$ cat config.mk
export PLATFORM = sky130hd
export DESIGN_NAME = decode_pipe
export DESIGN_NICKNAME = d
export VERILOG_FILES = /design/src/rtl/decode_pkg.sv /design/src/rtl/regfile_bypass.sv /design/src/rtl/decode_pipe.sv
export SDC_FILE = /design/constraint.sdc
export NUM_CORES = 1
export LEC_CHECK = 0
export CORE_AREA = 5 5 143 145
export CTS_BUF_LIST = sky130_fd_sc_hd__clkbuf_8
export DETAILED_ROUTE_END_ITERATION = 10
export DIE_AREA = 0 0 148 150
export HOLD_SLACK_MARGIN = 0.03
export PLACE_DENSITY = 0.88
export SLEW_MARGIN = 10
export SYNTH_ARGS = -nofsm -noshare
export SYNTH_HDL_FRONTEND = slang
export SYNTH_HIERARCHICAL = 1
export SYNTH_SLANG_ARGS = --single-unit
$ cat constraint.sdc
create_clock -name clk -period 2.77 [get_ports clk]
set_clock_uncertainty 0.2 [all_clocks]
set_input_delay 0.277 -clock clk [delete_from_list [all_inputs] [get_ports clk]]
set_output_delay 0.277 -clock clk [all_outputs]
set_load 0.02 [all_outputs]
$ cat src/rtl/decode_pkg.sv
// decode_pkg: shared decode definitions for the decode_pipe block.
//   - opcode constants (opcode = instr[15:11])
//   - immediate-class enum and the immediate extension function
//   - destination-register selector enum and its decode function
package decode_pkg;

    localparam int unsigned OPC_W   = 5;
    localparam int unsigned INSTR_W = 16;

    localparam logic [OPC_W-1:0] OP_HALT      = 5'b00000;
    localparam logic [OPC_W-1:0] OP_LINK_A    = 5'b00110;
    localparam logic [OPC_W-1:0] OP_LINK_B    = 5'b00111;
    localparam logic [OPC_W-1:0] OP_ZIMM5_A   = 5'b01010;
    localparam logic [OPC_W-1:0] OP_ZIMM5_B   = 5'b01011;
    localparam logic [OPC_W-1:0] OP_LOAD      = 5'b10001;
    localparam logic [OPC_W-1:0] OP_ZIMM8     = 5'b10010;
    localparam logic [OPC_W-1:0] OP_RT_DST    = 5'b10011;
    localparam logic [OPC_W-1:0] OP_MOV_IMM8  = 5'b11000;
    localparam logic [OPC_W-1:0] OP_RR_A      = 5'b11010;
    localparam logic [OPC_W-1:0] OP_RR_B      = 5'b11011;

    typedef enum logic [1:0] {
        IMM_NONE,
        IMM_5,
        IMM_8,
        IMM_11
    } imm_class_e;

    typedef enum logic [2:0] {
        DST_NONE,   // no register written
        DST_RD,     // instr[4:2]
        DST_RT,     // instr[7:5]
        DST_RS,     // instr[10:8]
        DST_LINK    // highest register
    } dst_sel_e;

    function automatic imm_class_e imm_class(input logic [OPC_W-1:0] op);
        imm_class_e c;
        c = IMM_NONE;
        casez (op)
            5'b010??, 5'b101??:                          c = IMM_5;
            5'b011??, OP_MOV_IMM8, OP_ZIMM8, 5'b001?1:   c = IMM_8;
            5'b001?0:                                    c = IMM_11;
            default:                                     c = IMM_NONE;
        endcase
        return c;
    endfunction

    function automatic logic imm_zero_ext(input logic [OPC_W-1:0] op);
        return (op == OP_ZIMM5_A) || (op == OP_ZIMM5_B) || (op == OP_ZIMM8);
    endfunction

    // Result is 16 bits wide; every immediate is at most 11 bits, so a
    // zero-extended value always has bit 15 clear and the caller may
    // sign-extend this result to any wider datapath.
    function automatic logic [INSTR_W-1:0] ext_imm(input logic [INSTR_W-1:0] instr);
        logic [OPC_W-1:0]   op;
        logic               sx;
        logic [INSTR_W-1:0] r;
        op = instr[15:11];
        sx = !imm_zero_ext(op);
        r  = '0;
        case (imm_class(op))
            IMM_5:   r = {{11{sx & instr[4]}},  instr[4:0]};
            IMM_8:   r = {{8{sx & instr[7]}},   instr[7:0]};
            IMM_11:  r = {{5{sx & instr[10]}},  instr[10:0]};
            default: r = '0;
        endcase
        return r;
    endfunction

    function automatic dst_sel_e dst_sel(input logic [OPC_W-1:0] op);
        dst_sel_e d;
        d = DST_NONE;
        casez (op)
            OP_RR_A, OP_RR_B, 5'b111??:                  d = DST_RD;
            5'b010??, 5'b101??, OP_LOAD, OP_RT_DST:      d = DST_RT;
            OP_MOV_IMM8, OP_ZIMM8:                       d = DST_RS;
            OP_LINK_A, OP_LINK_B:                        d = DST_LINK;
            default:                                     d = DST_NONE;
        endcase
        return d;
    endfunction

endpackage

$ cat src/rtl/regfile_bypass.sv
// regfile_bypass: NREGS x DATA_W register file, one write port, two
// combinational read ports, asynchronous active-low reset clears all entries.
// Configuration macro DECODE_BYPASS_EN: when defined, a read of the register
// being written in the same cycle returns the write data; otherwise the old
// stored value is returned.
// Ports:
//   clk, rst                 clock (rising edge), async active-low reset
//   wr_en, wr_addr, wr_data  write port (takes effect on clk edge)
//   rd_addr_a / rd_data_a    read port A
//   rd_addr_b / rd_data_b    read port B
module regfile_bypass #(
    parameter  int unsigned DATA_W = 16,
    parameter  int unsigned NREGS  = 8,
    localparam int unsigned AW     = $clog2(NREGS)
) (
    input  logic              clk,
    input  logic              rst,
    input  logic              wr_en,
    input  logic [AW-1:0]     wr_addr,
    input  logic [DATA_W-1:0] wr_data,
    input  logic [AW-1:0]     rd_addr_a,
    output logic [DATA_W-1:0] rd_data_a,
    input  logic [AW-1:0]     rd_addr_b,
    output logic [DATA_W-1:0] rd_data_b
);

    logic [DATA_W-1:0] mem [NREGS];

    always_ff @(posedge clk or negedge rst) begin
        if (!rst) begin
            for (int unsigned i = 0; i < NREGS; i++) begin
                mem[i] <= '0;
            end
        end else if (wr_en) begin
            mem[wr_addr] <= wr_data;
        end
    end

    always_comb begin
        rd_data_a = mem[rd_addr_a];
        rd_data_b = mem[rd_addr_b];
`ifdef DECODE_BYPASS_EN
        if (wr_en && (wr_addr == rd_addr_a)) rd_data_a = wr_data;
        if (wr_en && (wr_addr == rd_addr_b)) rd_data_b = wr_data;
`endif
    end

endmodule

$ cat src/rtl/decode_pipe.sv
// decode_pipe: instruction decode stage with register file and a single
// ID/EX output register. Detects load-use hazards against the held
// instruction and inserts a bubble; supports flush and downstream stall.
// Configuration macro DECODE_BYPASS_EN (passed to regfile_bypass) selects
// write-to-read bypass of the writeback port.
// Ports:
//   clk, rst                    clock, async active-low reset
//   in_valid/in_ready, instr, pc_next    upstream instruction handshake
//   wb_en, wb_reg, wb_data      register writeback
//   flush                       kill held and incoming instruction
//   out_valid/out_ready         downstream handshake
//   out_instr, out_pc_next, out_a, out_b, out_imm, out_wreg, out_wen,
//   out_memrd, out_halt         registered decode results
//   hazard                      combinational load-use stall indicator
module decode_pipe
    import decode_pkg::*;
#(
    parameter  int unsigned DATA_W = 16,
    parameter  int unsigned NREGS  = 8,
    localparam int unsigned AW     = $clog2(NREGS)
) (
    input  logic              clk,
    input  logic              rst,
    input  logic              in_valid,
    output logic              in_ready,
    input  logic [15:0]       instr,
    input  logic [DATA_W-1:0] pc_next,
    input  logic              wb_en,
    input  logic [AW-1:0]     wb_reg,
    input  logic [DATA_W-1:0] wb_data,
    input  logic              flush,
    output logic              out_valid,
    input  logic              out_ready,
    output logic [15:0]       out_instr,
    output logic [DATA_W-1:0] out_pc_next,
    output logic [DATA_W-1:0] out_a,
    output logic [DATA_W-1:0] out_b,
    output logic [DATA_W-1:0] out_imm,
    output logic [AW-1:0]     out_wreg,
    output logic              out_wen,
    output logic              out_memrd,
    output logic              out_halt,
    output logic              hazard
);

    logic [OPC_W-1:0]  opcode;
    logic [AW-1:0]     rs_addr;
    logic [AW-1:0]     rt_addr;
    logic [DATA_W-1:0] rs_data;
    logic [DATA_W-1:0] rt_data;
    logic [15:0]       imm16;
    logic [DATA_W-1:0] d_imm;
    logic [AW-1:0]     d_wreg;
    logic              d_wen;
    logic              accept;

    assign opcode  = instr[15:11];
    assign rs_addr = AW'(instr[10:8]);
    assign rt_addr = AW'(instr[7:5]);

    regfile_bypass #(
        .DATA_W (DATA_W),
        .NREGS  (NREGS)
    ) u_regfile (
        .clk       (clk),
        .rst       (rst),
        .wr_en     (wb_en),
        .wr_addr   (wb_reg),
        .wr_data   (wb_data),
        .rd_addr_a (rs_addr),
        .rd_data_a (rs_data),
        .rd_addr_b (rt_addr),
        .rd_data_b (rt_data)
    );

    // The 16-bit immediate is already correctly extended to 16 bits, so a
    // signed widening gives the right value for any DATA_W >= 16.
    assign imm16 = ext_imm(instr);
    assign d_imm = DATA_W'($signed(imm16));

    always_comb begin
        d_wreg = '0;
        d_wen  = 1'b1;
        case (dst_sel(opcode))
            DST_RD:   d_wreg = AW'(instr[4:2]);
            DST_RT:   d_wreg = AW'(instr[7:5]);
            DST_RS:   d_wreg = AW'(instr[10:8]);
            DST_LINK: d_wreg = AW'(NREGS - 1);
            default:  d_wen  = 1'b0;
        endcase
    end

    // Load in ID/EX whose destination is a source of the incoming instruction.
    assign hazard   = out_valid && out_memrd && out_wen && in_valid &&
                      ((out_wreg == rs_addr) || (out_wreg == rt_addr));
    assign in_ready = (!out_valid || out_ready) && !hazard;
    assign accept   = in_valid && in_ready;

    always_ff @(posedge clk or negedge rst) begin
        if (!rst) begin
            out_valid   <= 1'b0;
            out_instr   <= '0;
            out_pc_next <= '0;
            out_a       <= '0;
            out_b       <= '0;
            out_imm     <= '0;
            out_wreg    <= '0;
            out_wen     <= 1'b0;
            out_memrd   <= 1'b0;
            out_halt    <= 1'b0;
        end else if (flush) begin
            out_valid <= 1'b0;
        end else if (!out_valid || out_ready) begin
            // A hazard leaves accept low, so the stage loads a bubble.
            out_valid <= accept;
            if (accept) begin
                out_instr   <= instr;
                out_pc_next <= pc_next;
                out_a       <= rs_data;
                out_b       <= rt_data;
                out_imm     <= d_imm;
                out_wreg    <= d_wreg;
                out_wen     <= d_wen;
                out_memrd   <= (opcode == OP_LOAD);
                out_halt    <= (opcode == OP_HALT);
            end
        end
    end

endmodule

### Yosys cells after proc, flatten, opt, wreduce, memory -nomap -nowiden

Cells that the tools add are included.

| storage, ports and cells | value |
|---|---|
| logic and storage cells | 94 |
| flip-flop bits (word level) | 215 |
| input bits | 57 |
| output and inout port bits | 89 |

| cells by class | value |
|---|---|
| eq/ne operators | 25 |
| magnitude comparators | 4 |
| bitwise logic cells | 7 |
| multiplexer cells | 16 |
| reduce and logical (&&, ||, !) cells | 24 |

Operators with widths:

| operator | number |
|---|---|
| $bwmux W128 | 1 |
| $bmux W16 S3 | 2 |
| $mux W16 | 5 |
| $demux W16 S3 | 1 |
| $pmux W16 S3 | 1 |
| $eq A5 B5 Y1 const B | 6 |
| $pmux W3 S4 | 2 |
| $eq A3 B2 Y1 const B | 4 |
| $ge A4 B4 Y1 const B | 3 |
| $not A3 Y4 | 3 |
| $reduce_or A4 Y1 | 3 |
| $eq A5 B3 Y1 const B | 2 |
| $eq A5 B4 Y1 const B | 2 |
| $eq A3 B3 Y1 const B | 3 |
| $eq A4 B2 Y1 const B | 2 |
| $logic_and A1 B1 Y1 | 7 |
| $eq A3 B3 Y1 | 2 |
| $pmux W2 S3 | 1 |
| $reduce_or A2 Y1 | 3 |
| $logic_not A5 Y1 | 1 |
| $eq A2 B2 Y1 const B | 2 |
| $logic_or A1 B1 Y1 | 4 |
| $lt A4 B1 Y1 const B | 1 |
| $and A1 B1 Y1 | 3 |
| other kinds (8) | 12 |

### Logic depth before layout (Yosys ltp)

Gate-level depths: netlist (run 1).

| logic depth | value |
|---|---|
| depth after elaboration | 9 |
| depth in mapped cells | 6 |
| depth with buffers taken out | 4 |

### Cells and area by module

Netlist (run 1), hierarchy kept.

By module, submodules not included:

| module | area each (um2) | times used | cells an instance | sequential area each (um2) |
|---|---|---|---|---|
| regfile_bypass | 7000.5 | 1 | 393 | 3203.1 |
| decode_pipe | 3669.8 | 1 | 273 | 2077.0 |

### Worst setup path after synthesis (run 1)

No wires, ideal clock.

| timing | value |
|---|---|
| kind | register to register |
| from | register out_wreg[2] |
| to | register out_b[0] |
| library setup time | 0.125 ns |
| arrival | 1.822 ns |
| period minus slack after synthesis | 2.147 ns |
| buffers on the path | 2 |
| slack | 0.623 ns |
| stages on the path, launching flop included | 7 |
| required time | 2.445 ns |
| path through | dfrtp_1 > xnor2_1 > and4_1 > buf_2 > nor3_4 > buf_6 > mux2_4 |

| between the ends | value |
|---|---|
| longest elaborated chain between the ends | 7 |
| elaborated cells on any way between the ends | 8 |
| those cells by class | eq/ne (2); reduce/logical (6) |

Ends and longest elaborated chain:

| item | RTL line | source |
|---|---|---|
| start: declaration | decode_pipe.sv:39 | `output logic [AW-1:0] out_wreg,` |
| start signal: assignment | decode_pipe.sv:122 | `out_wreg <= d_wreg;` |
| $eq A3 B3 Y1 | decode_pipe.sv:95 | `((out_wreg == rs_addr) \|\| (out_wreg == rt_addr));` |
| $logic_or A1 B1 Y1 (*) | decode_pipe.sv:95 |  |
| $logic_and A1 B1 Y1 (*) | decode_pipe.sv:94 | `assign hazard = out_valid && out_memrd && out_wen && in_valid &&` |
| $logic_not A1 Y1 (*) | decode_pipe.sv:96 | `assign in_ready = (!out_valid \|\| out_ready) && !hazard;` |
| $logic_and A1 B1 Y1 (*) | decode_pipe.sv:96 |  |
| $logic_and A1 B1 Y1 (*) | decode_pipe.sv:97 | `assign accept = in_valid && in_ready;` |
| $reduce_and A3 Y1 (no source line) (*) | -- |  |
| end signal: assignment | decode_pipe.sv:120 | `out_b <= rt_data;` |
| end: declaration | decode_pipe.sv:37 | `output logic [DATA_W-1:0] out_b,` |

Mark *: on every way between the ends. The rest lies on a longest branch, timed or not.
A chain may end at the register's enable or synchronous reset.

### Final worst setup path (run 1)

| timing | value |
|---|---|
| from | register out_wen |
| to | output in_ready |

| between the ends | value |
|---|---|
| longest elaborated chain between the ends | 5 |

Ends and longest elaborated chain:

| item | RTL line | source |
|---|---|---|
| start: declaration | decode_pipe.sv:40 | `output logic out_wen,` |
| start signal: assignment | decode_pipe.sv:123 | `out_wen <= d_wen;` |
| $logic_and A1 B1 Y1 (3 in a row) | decode_pipe.sv:94 |  |
| $logic_not A1 Y1 | decode_pipe.sv:96 |  |
| $logic_and A1 B1 Y1 | decode_pipe.sv:96 |  |
| end: declaration | decode_pipe.sv:25 | `output logic in_ready,` |

No other way between the ends.

==> results.sh, run 1 <==
export IMPL_status="finished, final reports clean"
export IMPL_portBuffers=145
export IMPL_ys_warn_count=6
export IMPL_first_iter_violations=414
export IMPL_path_class="reg2out"
export IMPL_layout_common_cells="216 x mux2_2, 211 x dfrtp_1, 140 x clkdlybuf4s50_1, 56 x mux4_1, 49 x clkbuf_8"
export IMPL_place_hpwl_mm=16.7
export IMPL_synth_xor_area_frac=0.00575
export IMPL_min_to="out_instr[5]$_DFFE_PN0P_"
export IMPL_ctsLongestPathBuffers=3
export IMPL_num_vias=6801
export IMPL_synth_distinct_cells=44
export IMPL_detailedPlace_worstSlack_ns=0.201
export IMPL_async_flop_share=1.00
export IMPL_fp_dieH_um=150
export IMPL_worst_slew_pin_slew_ns=0.797
export IMPL_crit_slowest_cell="dfrtp_1"
export IMPL_leakagePower_uw=0.00560
export IMPL_grt_max_degree=93
export IMPL_grt_pass1_wl_mm=40.9
export IMPL_wl_mm=25.7
export IMPL_min_path_type="in2reg"
export IMPL_cts_buffers=36
export IMPL_layout_drive_gt1_share=0.387
export IMPL_pin_count=146
export IMPL_cts_root_buf="clkbuf_8"
export IMPL_fp_dieW_um=148
export IMPL_drt_antenna_violating_nets=0
export IMPL_final_common_cell="mux2_2"
export IMPL_cts_tree="done"
export IMPL_grt_pass1_vias=7565
export IMPL_slew_viol_final=0
export IMPL_gp_congestion=0.921
export IMPL_via_per_inst=6.23
export IMPL_path_clk_slew_ns=0.06
export IMPL_cts_max_level=2
export IMPL_syn_area_per_cell_um2=16.0
export IMPL_cp_top_family="simple AND/OR/NAND/NOR gates"
export IMPL_crit_buf_inv=1
export IMPL_track_usage=0.235
export IMPL_setup_violations=0
export IMPL_synth_compound_area_frac=0.0294
export IMPL_cts_sinks=211
export IMPL_grt_ovfl_total=0
export IMPL_max_stage_delay_ns=0.38
export IMPL_timing_fmax_mhz=403
export IMPL_whs_path_depth=2
export IMPL_hold_viol=0
export IMPL_synthSimpleGateAreaFrac=0.0382
export IMPL_grt_antenna_before_repair=1
export IMPL_clkLatencyLatePin_ns=0.51
export IMPL_netlist_instances=666
export IMPL_fp_dieArea_um2=22200
export IMPL_peakVddDrop_mv=0.522
export IMPL_postPlaceCellArea_um2=12400
export IMPL_synth_seq_cells=211
export IMPL_start_util=0.559
export IMPL_setup_tns_ns=0
export IMPL_synth_fa_ha_area_frac=0
export IMPL_synth_edf_count=0
export IMPL_area_delta_synth_final_pct=23.4
export IMPL_final_util=0.690
export IMPL_first_pass_iters=5
export IMPL_cp_end_kind="primary output"
export IMPL_reg2reg_slack_ns=0.55
export IMPL_slew_limit_headroom=0.468
export IMPL_synthMuxAreaShare=0.397
export IMPL_fin_crit_sh=0.896
export IMPL_cp_start_kind="flip-flop"
export IMPL_r2r_start="out_wen$_DFFE_PN0P_"
export IMPL_drcViolationCount=0
export IMPL_grt_setup_unrepaired="false"
export IMPL_rows=51
export IMPL_worstPathArrival_ns=2.01
export IMPL_fin_ws_ns=0.287
export IMPL_synth_main_ff_cell="dfrtp_1"
export IMPL_rr_worst_depth=5
export IMPL_powerDensity_nw_per_um2=758
export IMPL_drv_cap=0
export IMPL_wl_per_cell_um=23.6
export IMPL_core_area_um2=19100
export IMPL_synth_top_family_by_area="multiplexers"
export IMPL_final_area_um2=13200
export IMPL_netlist_area_um2=10700
export IMPL_r2r_end="out_a[3]$_DFFE_PN0P_"
export IMPL_finalPower_uw=9980
export IMPL_worstPathCellList="and4_1, nand4_1, nand2_1, nor2_1, dlygate4sd2_1"
export IMPL_synthesis_nets=723
export IMPL_crit_path_max_fanout=6
export IMPL_nNetsFinal=884
export IMPL_seq_area_frac_synth=0.495
export IMPL_cp_required_ns=2.29
export IMPL_cts_setup_buffers=0
export IMPL_final_min_clock_period_ns=2.48
export IMPL_hp_start="instr[5]"
## routing by layer
| metal | part of all wire | vias up | global-route usage |
|---|---|---|---|
| met3 | 0.071 | 58 | 0.0545 |
| li1 | - | 2951 | - |
| met2 | 0.50 | 288 | 0.400 |
| met1 | 0.40 | 3504 | 0.295 |
| met5 | 0 | - | 0 |
| met4 | 0.030 | 0 | 0.0850 |
## how the worst max path moves through the flow
| stage | slack (ns) | from | cells after the start | end |
|---|---|---|---|---|
| after floorplan | 0.62 | out_wreg[2]$_DFFE_PN0P_ | 6 | out_b[0]$_DFFE_PN0P_ |
| after detailed placement | 0.20 | in_valid | 5 | hazard |
| after CTS | 0.04 | out_wen$_DFFE_PN0P_ | 4 | hazard |
| after global routing | 0.18 | out_wen$_DFFE_PN0P_ | 5 | in_ready |
| final | 0.29 | out_wen$_DFFE_PN0P_ | 5 | in_ready |
| after global placement | 0.20 | in_valid | 5 | hazard |
## cells by family (layout without fill, tap and decap cells)
family,Yosys count,in the layout
xor gates and xnor gates,7,7
buffers and inverters,53,239
DFF,211,211
and+or+nand+nor,57,57
AOI/OAI and AO/OA,48,48
muxes,290,290
other,0,1
## synth_stat cells, types with 5 or more instances
library cell,n,share of area
mux2_2,216,0.23
dfrtp_1,211,0.49
mux4_1,56,0.14
buf_6,16,0.017
a31oi_1,15,0.0088
o21ai_0,15,0.0070
nand2_1,12,0.0042
buf_2,11,0.0052
buf_4,10,0.0070
mux2_4,10,0.014
clkbuf_1,9,0.0032
mux4_2,8,0.017
nand4_1,6,0.0035
o31ai_1,6,0.0042
xnor2_1,6,0.0049
buf_1,5,0.0018
nor2_1,5,0.0018
## area by class of cell
class,count,area [um2]
Tap cell,238,298
Timing Repair Buffer,176,1810
Antenna cell,1,2.50
Multi-Input combinational cell,402,5050
Clock inverter,15,65.1
Sequential cell,211,5280
Clock buffer,48,661
Fill cell,1224,5920
## report_power, final
part,switching [uW],total (uW),internal [uW]
Combinational,1190,2910,1720
Sequential,500,4320,3820
Clock,1210,2750,1540
## through the flow
stage / instances / hold slack, ns
global placement: 1025 / 0.176
global route: 1091 / 0.0595
CTS: 1090 / 0.0359
detailed placement: 1025 / 0.206
finish: 1091 / 0.0551
floorplan: 666 / -0.219
## timing repair
action                     in CTS  in global routing
hold buffers                    2                  0
gates cloned                    0                  0
gates resized for setup         1                  1
hold endpoints to repair       90                  0
setup endpoints to repair       1                  1
## worst register-to-register path, cell delays in order (launching register included)
cell	delay, ns
dfrtp_1	0.40
and4_1	0.26
and4_1	0.27
nor3_4	0.26
buf_4	0.32
mux2_2	0.38
## sequential cells by signal, indices dropped and copies added, names as in the netlist
name,cells
out_wen,1
out_halt,1
out_pc_next,16
out_valid,1
out_a,16
out_instr,16
out_wreg,3
out_b,16
u_regfile/mem,128
out_imm,12
out_memrd,1
Power figures use the tool's default switching activity.
==> inputs of run 2 (changes only) <==
--- a/config.mk
+++ b/config.mk
@@ -5,10 +5,10 @@
 export SDC_FILE = /design/constraint.sdc
 export NUM_CORES = 1
 export LEC_CHECK = 0
-export CORE_AREA = 5 5 143 145
+export CORE_AREA = 10 10 148 150
 export CTS_BUF_LIST = sky130_fd_sc_hd__clkbuf_8
 export DETAILED_ROUTE_END_ITERATION = 10
-export DIE_AREA = 0 0 148 150
+export DIE_AREA = 0 0 158 160
 export HOLD_SLACK_MARGIN = 0.03
 export PLACE_DENSITY = 0.88
 export SLEW_MARGIN = 10
==> constraint.sdc (replaced) <==
create_clock -name clk -period 2.75 [get_ports clk]
set_clock_uncertainty 0.2 [all_clocks]
set_input_delay 0.275 -clock clk [delete_from_list [all_inputs] [get_ports clk]]
set_output_delay 0.275 -clock clk [all_outputs]
set_load 0.02 [all_outputs]
==> results.sh, run 2 (synthesized netlist as in run 1, its figures left out) <==
export IMPL_status="finished, final reports clean"
export IMPL_first_pass_iters=5
export IMPL_path_class="in2out"
export IMPL_num_vias=6807
export IMPL_fp_dieArea_um2=25300
export IMPL_first_iter_violations=353
export IMPL_pwr_share_comb=0.295
export IMPL_final_area_um2=13200
export IMPL_cts_setup_buffers=0
export IMPL_final_min_clock_period_ns=2.54
export IMPL_fp_dieH_um=160
export IMPL_area_delta_synth_final_pct=23.6
export IMPL_worst_slew_pin_slew_ns=0.732
export IMPL_path_clk_slew_ns=0.06
export IMPL_gp_congestion=0.829
export IMPL_wl_per_cell_um=24.4
export IMPL_slew_viol_final=0
export IMPL_postPlaceCellArea_um2=12500
export IMPL_cts_max_level=2
export IMPL_crit_path_max_fanout=8
export IMPL_via_per_inst=6.22
export IMPL_num_fill_cells=1246
export IMPL_setup_tns_ns=0
export IMPL_drv_cap=0
export IMPL_grt_max_degree=78
export IMPL_nNetsFinal=887
export IMPL_grt_antenna_before_repair=1
export IMPL_switching_share=0.294
export IMPL_cp_start_kind="primary input"
export IMPL_leakagePower_uw=0.00562
export IMPL_final_util=0.691
export IMPL_start_util=0.559
export IMPL_p_int_uw=7090
export IMPL_fin_crit_sh=0.925
export IMPL_grt_setup_unrepaired="false"
export IMPL_cts_buffers=37
export IMPL_cp_end_kind="primary output"
export IMPL_track_usage=0.207
export IMPL_seq_area_um2=5280
export IMPL_clockPowerShare=0.273
export IMPL_fp_dieW_um=158
export IMPL_place_hpwl_mm=17.6
export IMPL_dp_cells=1027
export IMPL_wl_mm=26.7
export IMPL_grt_ovfl_total=0
export IMPL_cts_tree="done"
export IMPL_portBuffers=145
export IMPL_layout_drive_gt1_share=0.385
export IMPL_cts_root_buf="clkbuf_8"
export IMPL_final_common_cell="mux2_2"
export IMPL_ctsLongestPathBuffers=3
export IMPL_worstPathArrival_ns=2.07
export IMPL_finalPower_uw=10000
export IMPL_p_switching_uw=2950
export IMPL_stdcell_count=1094
export IMPL_timing_fmax_mhz=393
export IMPL_pin_count=146
export IMPL_drt_antenna_violating_nets=0
export IMPL_pwr_share_seq=0.432
export IMPL_largest_reg_flops=128
export IMPL_multi_input_area_um2=5050
export IMPL_peakVddDrop_mv=0.817
export IMPL_cts_sinks=211
export IMPL_layout_common_cells="216 x mux2_2, 211 x dfrtp_1, 140 x clkdlybuf4s50_1, 56 x mux4_1, 44 x clkbuf_8"
export IMPL_powerDensity_nw_per_um2=762
export IMPL_slew_limit_headroom=0.510
export IMPL_setup_violations=0
export IMPL_drcViolationCount=0
export IMPL_grt_pass1_wl_mm=41.4
export IMPL_rows=51
export IMPL_cp_required_ns=2.28
export IMPL_hold_viol=0
export IMPL_max_flop_register="u_regfile/mem"
export IMPL_core_area_um2=19100
export IMPL_min_path_type="in2async"
export IMPL_clkLatencyLatePin_ns=0.52
export IMPL_grt_pass1_vias=7405
## run 2: changes by cell type in the layout (fill, tap and decap cells not counted), moves of 2 or more
cell      change
clkinv_2      +2
buf_12        +3
clkbuf_8      -5
inv_1         +4
## run 2: timing repair
item / CTS / global route
hold buffers: 2 / 0
hold endpoints to repair: 74 / 0
gates resized for setup: 2 / 0
setup endpoints to repair: 2 / 0
## run 2: power groups by stage
stage	logic [uW]	registers (uW)	clock network, uW
after floorplan	1420	4620	0
after global placement	2880	4290	0
after detailed placement	2980	4390	0
after CTS	3000	4350	2820
after global routing	3140	4440	2940
final	2960	4340	2740
## run 2: final timing paths
check / slack (ns) / endpoint / start / depth (start not counted)
max in group asynchronous: 1.48 / u_regfile/mem[51]$_DFFE_PN0P_ / rst / 3
min in group clk: 0.16 / out_pc_next[14]$_DFFE_PN0P_ / pc_next[14] / 2
max: 0.21 / in_ready / instr[5] / 7
min reg2reg: 0.30 / out_a[11]$_DFFE_PN0P_ / out_a[11]$_DFFE_PN0P_ / 1
min: 0.14 / out_pc_next[11]$_DFFE_PN0P_ / rst / 2
max reg2reg: 0.51 / out_a[4]$_DFFE_PN0P_ / out_wreg[2]$_DFFE_PN0P_ / 5
## run 2: critical path, cell delays in order
cell and delay [ns]:
dlygate4sd3_1 0.52, buf_2 0.29, xnor2_1 0.18, nand4_1 0.15
nand2_1 0.25, nor2_1 0.08, dlygate4sd2_1 0.33
## run 2: final cells by class
type | instances | area share
antenna | 1 | 0.000190
tap | 238 | 0.0226
clock buffer | 43 | 0.0449
timing repair buffer | 178 | 0.141
sequential | 211 | 0.400
multi-input combinational | 402 | 0.383
clock inverter | 21 | 0.00854
## run 2: layer usage
layer,track usage,part of all wire
met5,0,0
met4,0.0611,0.020
met3,0.0486,0.072
met2,0.360,0.51
met1,0.248,0.40
## run 2: per-stage QoR
stage	hold WS (ns)	worst slack, ns
after floorplan	-0.221	0.603
after global placement	0.124	0.155
after detailed placement	0.142	0.158
after CTS	0.139	0.220
after global routing	0.149	0.104
final	0.141	0.207
==> inputs of run 3 (changes only) <==
--- a/config.mk
+++ b/config.mk
@@ -5,12 +5,11 @@
 export SDC_FILE = /design/constraint.sdc
 export NUM_CORES = 1
 export LEC_CHECK = 0
-export CORE_AREA = 10 10 148 150
-export CTS_BUF_LIST = sky130_fd_sc_hd__clkbuf_8
+export CORE_AREA = 10 10 151 153
 export DETAILED_ROUTE_END_ITERATION = 10
-export DIE_AREA = 0 0 158 160
-export HOLD_SLACK_MARGIN = 0.03
-export PLACE_DENSITY = 0.88
+export DIE_AREA = 0 0 161 163
+export HOLD_SLACK_MARGIN = 0.12
+export PLACE_DENSITY = 0.85
 export SLEW_MARGIN = 10
 export SYNTH_ARGS = -nofsm -noshare
 export SYNTH_HDL_FRONTEND = slang
==> results.sh, run 3 (synthesized netlist as in run 1, its figures left out) <==
export IMPL_grt_max_degree=79
export IMPL_cts_setup_buffers=0
export IMPL_cts_max_level=1
export IMPL_cp_start_kind="flip-flop"
export IMPL_grt_pass1_vias=7358
export IMPL_hold_viol=0
export IMPL_drcViolationCount=0
export IMPL_wl_mm=26.6
export IMPL_start_util=0.536
export IMPL_powerDensity_nw_per_um2=775
export IMPL_max_stage_delay_ns=0.39
export IMPL_setup_tns_ns=0
export IMPL_via_per_inst=6.07
export IMPL_setup_violations=0
export IMPL_multi_input_area_um2=5050
export IMPL_diodes=0
export IMPL_cts_buffers=23
export IMPL_grt_antenna_before_repair=0
export IMPL_max_flop_register="u_regfile/mem"
export IMPL_layout_drive_gt1_share=0.381
export IMPL_final_min_clock_period_ns=2.47
export IMPL_min_path_type="in2async"
export IMPL_drv_cap=0
export IMPL_seq_area_um2=5280
export IMPL_num_vias=6688
export IMPL_grt_pass1_wl_mm=42.2
export IMPL_cp_end_kind="primary output"
export IMPL_final_common_cell="mux2_2"
export IMPL_gp_congestion=0.921
export IMPL_core_area_um2=19900
export IMPL_gr_usage_met3=0.0430
export IMPL_grt_ovfl_total=0
export IMPL_fp_dieArea_um2=26200
export IMPL_crit_path_max_fanout=6
export IMPL_worstPathArrival_ns=1.99
export IMPL_fp_dieH_um=163
export IMPL_first_iter_violations=288
export IMPL_largest_reg_flops=128
export IMPL_rows=52
export IMPL_fp_dieW_um=161
export IMPL_worstPathCellList="and4_1, nand4_1, nand2_2, nor2_1, dlygate4sd2_1"
export IMPL_slew_viol_final=0
export IMPL_final_util=0.663
export IMPL_gr_usage_met2=0.361
export IMPL_path_class="reg2out"
export IMPL_cts_sinks=211
export IMPL_worst_slew_pin_slew_ns=0.779
export IMPL_cp_required_ns=2.28
export IMPL_place_hpwl_mm=18.1
export IMPL_clkLatencyLatePin_ns=0.50
export IMPL_cts_root_buf="clkbuf_16"
export IMPL_num_fill_cells=1377
export IMPL_cts_tree="done"
export IMPL_crit_slowest_cell="dfrtp_1"
export IMPL_slew_limit_headroom=0.479
export IMPL_crit_buf_inv=1
export IMPL_track_usage=0.200
export IMPL_first_pass_iters=5
export IMPL_grt_setup_unrepaired="false"
export IMPL_peakVddDrop_mv=0.583
export IMPL_nNetsFinal=874
export IMPL_path_clk_slew_ns=0.05
export IMPL_leakagePower_uw=0.00557
export IMPL_status="finished, final reports clean"
export IMPL_area_delta_synth_final_pct=23.7
export IMPL_drt_antenna_violating_nets=0
export IMPL_layout_common_cells="216 x mux2_2, 211 x dfrtp_1, 138 x clkdlybuf4s50_1, 56 x mux4_1"
export IMPL_pin_count=146
export IMPL_use_met1=0.237
export IMPL_cp_top_family="simple AND/OR/NAND/NOR gates"
export IMPL_wl_per_cell_um=24.2
export IMPL_fin_crit_sh=0.898
export IMPL_top_usage_layer="met2"
export IMPL_ctsLongestPathBuffers=3
export IMPL_timing_fmax_mhz=405
export IMPL_portBuffers=145
[run 3: final timing paths]
path,start,endpoint,depth (start not counted),slack (ns)
max,out_wen$_DFFE_PN0P_,in_ready,5,0.28
min,rst,out_pc_next[5]$_DFFE_PN0P_,2,0.19
max reg2reg,out_wen$_DFFE_PN0P_,out_a[6]$_DFFE_PN0P_,5,0.48
min reg2reg,out_a[8]$_DFFE_PN0P_,out_a[8]$_DFFE_PN0P_,1,0.31
max in group asynchronous,rst,out_instr[5]$_DFFE_PN0P_,3,1.38
min in group clk,instr[8],out_instr[8]$_DFFE_PN0P_,3,0.19
[run 3: final cells by class]
class,instances,share of cell area
Tap cell,270,0.0256
Clock inverter,3,0.00303
Timing Repair Buffer,179,0.137
Sequential cell,211,0.400
Clock buffer,36,0.0518
Multi-Input combinational cell,402,0.383
[run 3: layer usage]
layer  vias up  part of all wire  wire [um]
li1       2920                 -          -
met1      3448              0.40      10600
met2       270              0.52      13800
met3        50             0.063       1690
met4         0             0.023        600
met5         -                 0          0
[run 3: stage by stage]
step | hold WS [ns] | setup WS [ns] | area, um2 | total power [uW] | instances
2_1_floorplan | -0.221 | 0.603 | 10700 | 6040 | 666
3_3_place_gp | 0.130 | 0.175 | 12500 | 7170 | 1060
3_5_place_dp | 0.149 | 0.101 | 12500 | 7350 | 1060
4_1_cts | 0.172 | 0.00576 | 13200 | 10300 | 1101
5_1_grt | 0.185 | 0.175 | 13200 | 10700 | 1101
6_report | 0.189 | 0.280 | 13200 | 10200 | 1101
[run 3: report_power, final]
group | internal, uW | total (uW) | switching [uW]
Combinational | 1730 | 2950 | 1220
Sequential | 3850 | 4340 | 494
Clock | 1780 | 2940 | 1150
Total | 7360 | 10200 | 2870
[run 3: timing repair]
action | 4_1_cts | 5_1_grt
cloned | 0 | 0
gates resized for setup | 1 | 2
endpoints found under the hold margin | 162 | 0
endpoints found under the setup margin | 1 | 1
hold buffers | 2 | 0
[run 3: worst register-to-register path, stage by stage (launching register included)]
cell     delay, ns
dfrtp_1       0.41
and4_1        0.28
and4_1        0.27
nor3_4        0.28
buf_12        0.29
mux2_2        0.43
